--- config.mk ---
export PLATFORM = sky130hd
export DESIGN_NAME = btb_predictor
export DESIGN_NICKNAME = d
export VERILOG_FILES = /design/src/rtl/btb_predictor.sv
export SDC_FILE = /design/constraint.sdc
export NUM_CORES = 2
export LEC_CHECK = 0
export ABC_AREA = 1
export BUFFER_PORTS_ARGS = -buffer_cell sky130_fd_sc_hd__buf_4
export CELL_PAD_IN_SITES_DETAIL_PLACEMENT = 1
export CELL_PAD_IN_SITES_GLOBAL_PLACEMENT = 1
export CORE_ASPECT_RATIO = 1.1
export CORE_MARGIN = 4
export CORE_UTILIZATION = 46
export CTS_CLUSTER_DIAMETER = 40
export DETAILED_ROUTE_END_ITERATION = 16
export GPL_ROUTABILITY_DRIVEN = 1
export GPL_TIMING_DRIVEN = 0
export PLACE_DENSITY = 0.77
export RECOVER_POWER = 50
export SKIP_CTS_REPAIR_TIMING = 1
export SLEW_MARGIN = 5
export SYNTH_ARGS = -nofsm -noshare
export SYNTH_HDL_FRONTEND = slang
export SYNTH_SLANG_ARGS = --single-unit
--- constraint.sdc ---
create_clock -name clk -period 3.5 [get_ports clk]
set_clock_uncertainty 0.1 [all_clocks]
set_input_delay 0.35 -clock clk [delete_from_list [all_inputs] [get_ports clk]]
set_output_delay 0.35 -clock clk [all_outputs]
set_load 0.02 [all_outputs]
--- src/rtl/btb_predictor.sv ---
// Branch target buffer with per-entry saturating direction counters.
// Lookup is purely combinational from the fetch PC; training happens at the
// clock edge from the execute-stage resolution. Resolved-branch and
// mispredict event counters are included for performance monitoring.
module btb_predictor #(
  parameter int XLEN    = 32,
  parameter int ENTRIES = 16,
  parameter int CTR_W   = 2
) (
  input  logic            clk,
  input  logic            rst,
  input  logic            flush,
  input  logic [XLEN-1:0] F_pc,
  output logic            pred_hit,
  output logic            pred_taken,
  output logic [XLEN-1:0] pred_target,
  input  logic            upd_en,
  input  logic [XLEN-1:0] E_pc,
  input  logic            E_taken,
  input  logic [XLEN-1:0] E_target,
  input  logic            E_pred_taken,
  input  logic [XLEN-1:0] E_pred_target,
  output logic            mispredict,
  output logic [31:0]     branch_cnt,
  output logic [31:0]     mispred_cnt
);

  localparam int IDX_W = $clog2(ENTRIES);
  localparam int TAG_W = XLEN - 2 - IDX_W;

  // Counter encodings: MSB set means "predict taken".
  localparam logic [CTR_W-1:0] CTR_MAX = '1;
  localparam logic [CTR_W-1:0] CTR_WT  = CTR_W'(1) << (CTR_W - 1);
  localparam logic [CTR_W-1:0] CTR_WNT = CTR_WT - CTR_W'(1);

  logic [ENTRIES-1:0] valid;
  logic [TAG_W-1:0]   tag_mem    [ENTRIES];
  logic [XLEN-1:0]    target_mem [ENTRIES];
  logic [CTR_W-1:0]   ctr_mem    [ENTRIES];

  logic [IDX_W-1:0] f_idx;
  logic [TAG_W-1:0] f_tag;
  logic [IDX_W-1:0] e_idx;
  logic [TAG_W-1:0] e_tag;
  logic             e_hit;
  logic [CTR_W-1:0] e_ctr;

  // Instructions are word aligned, so the two PC LSBs never select anything.
  logic unused_pc_lsbs;
  assign unused_pc_lsbs = ^{F_pc[1:0], E_pc[1:0]};

  assign f_idx = F_pc[IDX_W+1:2];
  assign f_tag = F_pc[XLEN-1:IDX_W+2];
  assign e_idx = E_pc[IDX_W+1:2];
  assign e_tag = E_pc[XLEN-1:IDX_W+2];

  // Fetch lookup: reads table state only, never the same-cycle update inputs.
  always_comb begin
    pred_hit    = valid[f_idx] && (tag_mem[f_idx] == f_tag);
    pred_taken  = pred_hit && ctr_mem[f_idx][CTR_W-1];
    pred_target = pred_taken ? target_mem[f_idx] : F_pc + XLEN'(4);
  end

  // Execute-side hit detection and redirect request.
  always_comb begin
    e_hit      = valid[e_idx] && (tag_mem[e_idx] == e_tag);
    e_ctr      = ctr_mem[e_idx];
    mispredict = upd_en && ((E_pred_taken != E_taken) ||
                            (E_taken && (E_pred_target != E_target)));
  end

  // Table training; flush invalidates everything and drops a concurrent update.
  // NOTE: the table is built from flops rather than a RAM macro, which is what
  // allows every entry to be cleared by the asynchronous reset.
  always_ff @(posedge clk or negedge rst) begin
    if (!rst) begin
      valid <= '0;
      for (int i = 0; i < ENTRIES; i++) begin
        tag_mem[i]    <= '0;
        target_mem[i] <= '0;
        ctr_mem[i]    <= CTR_WNT;
      end
    end else if (flush) begin
      valid <= '0;
    end else if (upd_en) begin
      if (e_hit) begin
        if (E_taken) begin
          target_mem[e_idx] <= E_target;
          if (e_ctr != CTR_MAX) ctr_mem[e_idx] <= e_ctr + CTR_W'(1);
        end else if (e_ctr != '0) begin
          ctr_mem[e_idx] <= e_ctr - CTR_W'(1);
        end
      end else if (E_taken) begin
        valid[e_idx]      <= 1'b1;
        tag_mem[e_idx]    <= e_tag;
        target_mem[e_idx] <= E_target;
        ctr_mem[e_idx]    <= CTR_WT;
      end
    end
  end

  // Event counters; they keep counting through a flush and wrap naturally.
  // NOTE: non-blocking assignments keep every flop sampling pre-edge values.
  always_ff @(posedge clk or negedge rst) begin
    if (!rst) begin
      branch_cnt  <= '0;
      mispred_cnt <= '0;
    end else begin
      if (upd_en)     branch_cnt  <= branch_cnt + 32'd1;
      if (mispredict) mispred_cnt <= mispred_cnt + 32'd1;
    end
  end

endmodule

Word-level counts from Yosys, hierarchy flattened

Cells that the tools add are included.

Logic and storage cells: 135
Memory bits (read-only): 0
Output and inout bits: 99
Input port bits: 134
Memories: 0
Bits in latches: 0
Memory bits (writable): 0
Register bits after elaboration: 1,040

$lt $le $gt $ge: 6
Multiplexer cells: 41
Divide/modulo/power cells: 0
Eq/ne operators: 7
Bitwise operators: 8
Shift operators: 0
Add/sub/neg operators: 5
Multiply operators: 0
Reductions and logical operators: 17

Operators by type and width:

| cell                    | count |
|---|---|
| $bwmux W512             | 1 |
| $bwmux W416             | 1 |
| $mux W32                | 9 |
| $bmux W26 S4            | 2 |
| $mux W26                | 5 |
| $bmux W32 S4            | 1 |
| $demux W32 S4           | 1 |
| $demux W26 S4           | 1 |
| $add A32 B1 Y32 const B | 2 |
| $bwmux W32              | 2 |
| $mux W16                | 4 |
| $eq A26 B26 Y1          | 2 |
| $add A32 B3 Y32 const B | 1 |
| $ne A32 B32 Y1          | 1 |
| $or A16 B16 Y16         | 2 |
| $and A16 B16 Y16        | 1 |
| $bmux W2 S4             | 2 |
| $not A16 Y16            | 1 |
| $ge A5 B5 Y1 const B    | 2 |
| $lt A4 B5 Y1 const B    | 2 |
| $mux W2                 | 5 |
| $not A4 Y5              | 2 |
| $reduce_bool A2 Y1      | 5 |
| $bmux W1 S4             | 2 |
| other kinds (16)        | 27 |

Logic depth before layout (Yosys ltp)

Word-level depth: 9
Gate-level depth with buffers: 24
Mapped depth without buffers: 21

Worst setup path before layout

Ideal clock, no wire load.

Path type: input to output
From: in F_pc[2]
To: out pred_target[16]
Required time: 3,050 ps
Setup slack: 224 ps
Cell stages on the path: 17
Arrival time: 2,826 ps
Buffers on the path: 4
Path through: inv_2 > buf_2 > buf_2 > clkbuf_1 > a21oi_1 > o21ai_0 > nand3_1 > nand3_1 > nand2_1 > nand2_1 > nand4_1 > nor2_1 > nand3_1 > nor2_4 > nand2_2 > clkbuf_1 > o21ai_0

Longest elaborated chain between the ends: 8
Elaborated cells between the ends (all ways): 17
Those cells by class: add/sub: 1; eq/ne: 1; mux: 12; bitwise: 1; reduce/logical: 2

Ends and longest elaborated chain:

| what                                         | RTL line | source |
|---|---|---|
| from (decl)                                  | 13       | `input logic [XLEN-1:0] F_pc,` |
| $not A4 Y5 (implied by the code)             | 59       | `pred_hit = valid[f_idx] && (tag_mem[f_idx] == f_tag);` |
| $bmux W26 S4                                 | 59       |  |
| $mux W26 (implied by the code) (2 in series) | 59       |  |
| $eq A26 B26 Y1                               | 59       |  |
| $logic_and A1 B1 Y1 (*)                      | 59       |  |
| via pred_hit                                 | 14       | `output logic pred_hit,` |
| $logic_and A1 B1 Y1 (*)                      | 60       | `pred_taken = pred_hit && ctr_mem[f_idx][CTR_W-1];` |
| $mux W32 (*)                                 | 61       | `pred_target = pred_taken ? target_mem[f_idx] : F_pc + XLEN'(4);` |
| to (decl)                                    | 16       | `output logic [XLEN-1:0] pred_target,` |

Mark *: on every way through the listed nets, which the timed path passes. The rest lies on a longest branch. The select of a mux whose other input is x is not followed.

Final worst setup path

From: in F_pc[2]
To: out pred_target[22]

Longest elaborated chain between the ends: 8
Elaborated cells between the ends (all ways): 17
Those cells by class: add/sub: 1; eq/ne: 1; mux: 12; bitwise: 1; reduce/logical: 2

Ends and longest elaborated chain:

| what                                         | RTL line |
|---|---|
| $not A4 Y5 (implied by the code)             | 59, 60, 61 |
| $bmux W26 S4                                 | 59 |
| $mux W26 (implied by the code) (2 in series) | 59 |
| $eq A26 B26 Y1                               | 59 |
| $logic_and A1 B1 Y1                          | 59 |
| $logic_and A1 B1 Y1                          | 60 |
| $mux W32 (*)                                 | 61 |

Every way passes the cells marked *; elsewhere a longest branch is shown, timed or not. The select of a mux whose other input is x is not followed.

==> flow_summary.toml <==
[setup_path]
criticalPathCategory = "input port to output port"
path_cells = "buf_4 > buf_4 > buf_12 > buf_6 > buf_6 > clkbuf_4 > clkbuf_4 > o21ai_0 > o22ai_2 > a32o_1 > a21oi_1 > o21ai_4 > buf_6"
cp_num_buf_inv = 8
r2r-start = "tag_mem[411]"
cp-start-kind = "input port"
r2r_slack_ps = -30
reg2reg_depth = 16
slowest_delay_ps = 620
path_max_fanout = 10
cp.depth = 13
crit_family = "buffers and inverters"
worstReg2RegEnd = "tag_mem[57]"
critPathArrivalTime_ps = 3850
worstPathRequired_ps = 3050
slowest_stage = "o22ai_2"
crit_top_cell = "buf_6"
end_kind = "output port"

[layout]
stdcell_area_mm2 = 0.0680
final_cell_mix = "nand2_1, o21ai_0, dfrtp_1"
stdcell_count = 9673
drive_above_1_share_pct = 14.3
area_growth_pct = 23.8
fin_nets = 8104
final_common_cell = "nand2_1"

[placed_design]
dp_hpwl_um = 226000
dpl_cell_area_mm2 = 0.0588
io_buffer_count = 227
dp_cells = 9234
pre_cts_ws_ps = -2650
gp_congestion = 1.07

[pwr]
power_switching_share_pct = 32.2
leakagePower_nw = 31.9
pwr-share-clk_pct = 45.1
power.switching_mw = 12.8
combPwrFrac_pct = 17.5
pwr-share-seq_pct = 37.4
power_density_mw_per_mm2 = 582
internal-power_mw = 26.8
irDropWorstVdd_uv = 450

[floorplanning]
core_area_mm2 = 0.118
rows = 132
io_pins = 233
die_w_um = 338
dieArea_mm2 = 0.125
dieHeight_um = 370
floorplan.initialDensity_pct = 46.5

[synth]
synth_area_mm2 = 0.0549
ys_seq_area_share_pct = 47.4
ys_seq_elements = 1040
synth_cell_type_count = 51
synth_edf_count = 0
syn_area_per_cell_um2 = 7.37
synth_ff_type = "dfrtp_1"
synth.net_count = 7598
async_flop_share_pct = 100
synth_cells = 7459
ys_warn_count = 0

[sta]
setup_ws_ps = -800
setup-violations-final = 284
period_minus_slack_ps = 4300
rsz0062_at_grt = "true"
slew_viol_final = 247
post-route-period-util_pct = 123
final-hold-violation-count = 13
worst_pin_slew_ps = 1970
slew-limit-headroom_pct = -31.2
timing.hold.ws_ps = -95.4
fmax_mhz = 233

[global_route]
grt_max_degree = 169
antenna_found_initial = 30
grt_pass1_wl_um = 445000
grt_pass1_vias = 62100
globalRouteOverflowTotal = 0
track_usage_pct = 49.8

[drt]
ant_nets = 0
vias = 63100
wl_per_cell_um = 33.2
drt_iter0_markers = 7885
vias_per_cell = 6.52
drc = 0
drt-pass1-iter-count = 8
routed_wl_um = 321000

[min_path]
min_from = "E_target[0]"
whs_endpoint = "target_mem[480]"
min_path_cells = 3
min_path_type = "input port to flop"

[cts]
clkSlewWorstSetupHoldPaths_ps = 60
clk_latency_ps = 830
cts_max_path_buffers = 3
cts_tree = "built"
cts_made_buffers = 165
cts_num_sinks = 1040
cts_root_buffer = "clkbuf_16"
htree_levels = 4

[run_status]
outcome = "finished, violations left"
violations = "hold timing, capacitance limit, slew limit, setup timing"

[run]
maxCapViolCount = 3
## kinds of logic after synthesis
family / after synthesis / synth area share (%)
compound gates: 2087 / 20.1
xor+xnor: 103 / 1.64
fa+ha+maj: 5 / 0.114
buf+inv: 1037 / 7.67
flops: 1040 / 47.4
simple gates: 3187 / 23.1
## worst max-delay path by stage
stage,start,end,slack (ps)
5_1_grt,F_pc[2],pred_target[22],-660
4_1_cts,F_pc[2],pred_target[6],-2690
3_3_place_gp,rst,mispred_cnt[4],-11050
6_report,F_pc[2],pred_target[22],-800
3_5_place_dp,F_pc[2],pred_target[6],-2650
2_1_floorplan,F_pc[2],pred_target[16],220
## through the flow
step                      util [%]  hold slack [ps]  total power [mW]  setup TNS (ps)
after floorplan                  -            -45.6              18.0               0
after global placement        49.5              354              20.7               -
after detailed placement      49.7              237              21.0         -882270
after CTS                     54.7             -621              38.7         -330120
after global routing          57.5             5.77              40.7          -72900
final                         57.5            -95.4              39.6          -27370
## worst register-to-register path, stage by stage, from the launching register on
cell      delay (ps)
dfrtp_1          380
inv_1            130
o21ai_1           80
nand2_1           70
nand2_1           70
nand2_1           60
nand2_1          240
o21ai_4          450
nand2_1          110
nor2_1           130
nand3_1          130
nor2_4           330
nand2_8          180
nand3_2          360
clkbuf_4         410
nand2_1          100
o21ai_0           90
## metal layers
| metal | track usage (%) | wire length, µm | vias up |
|---|---|---|---|
| li1 | - | - | 25500 |
| met1 | 55.6 | 108000 | 31200 |
| met2 | 73.3 | 137000 | 4639 |
| met3 | 17.7 | 38100 | 1739 |
| met4 | 47.2 | 38200 | 6 |
| met5 | 0 | 37 | - |
## final cells by class
class,count,area [µm²]
Fill cell,14700,50200
Buffer,525,3280
Sequential cell,1040,26000
Antenna cell,29,72.6
Multi-Input combinational cell,5383,26000
Clock inverter,109,1440
Timing Repair Buffer,340,2840
Clock buffer,196,4480
Tap cell,1541,1930
Inverter,510,1960
## cells in the mapped netlist, drive strengths merged (3+ instances only)
cell,number,area share (%)
inv,508,3.5
nand3,205,2.0
a21o,5,0.068
a32o,13,0.24
o21ai,1633,15
o221ai,29,0.46
a221oi,17,0.27
and2,3,0.034
o211ai,41,0.56
buf,188,1.9
o2111ai,3,0.048
dfrtp,1024,47
nor4,16,0.18
dfstp,16,0.77
a31oi,7,0.080
xor2,74,1.2
nor3,42,0.40
nor2,547,3.8
xnor2,29,0.46
nand2,2314,16
a21oi,220,2.0
nand4,50,0.57
clkbuf,339,2.3
o211a,11,0.20
ha,5,0.11
nor3b,3,0.041
o22ai,78,0.89
a22oi,23,0.31
## state kept, by name (all words and copies together) (netlist names)
name	count
target_mem	512
tag_mem	416
branch_cnt	32
ctr_mem	32
mispred_cnt	32
valid	16
## power groups by stage
stage          Combinational, mW  Clock (mW)  Sequential (mW)
6_report                    6.93        17.8             14.8
5_1_grt                     7.37        18.4             14.9
4_1_cts                     6.25        17.7             14.7
3_5_place_dp                6.16           0             14.9
3_3_place_gp                5.90           0             14.8
2_1_floorplan               3.39           0             14.6
Note: power is estimated with default switching activity, not from simulation.
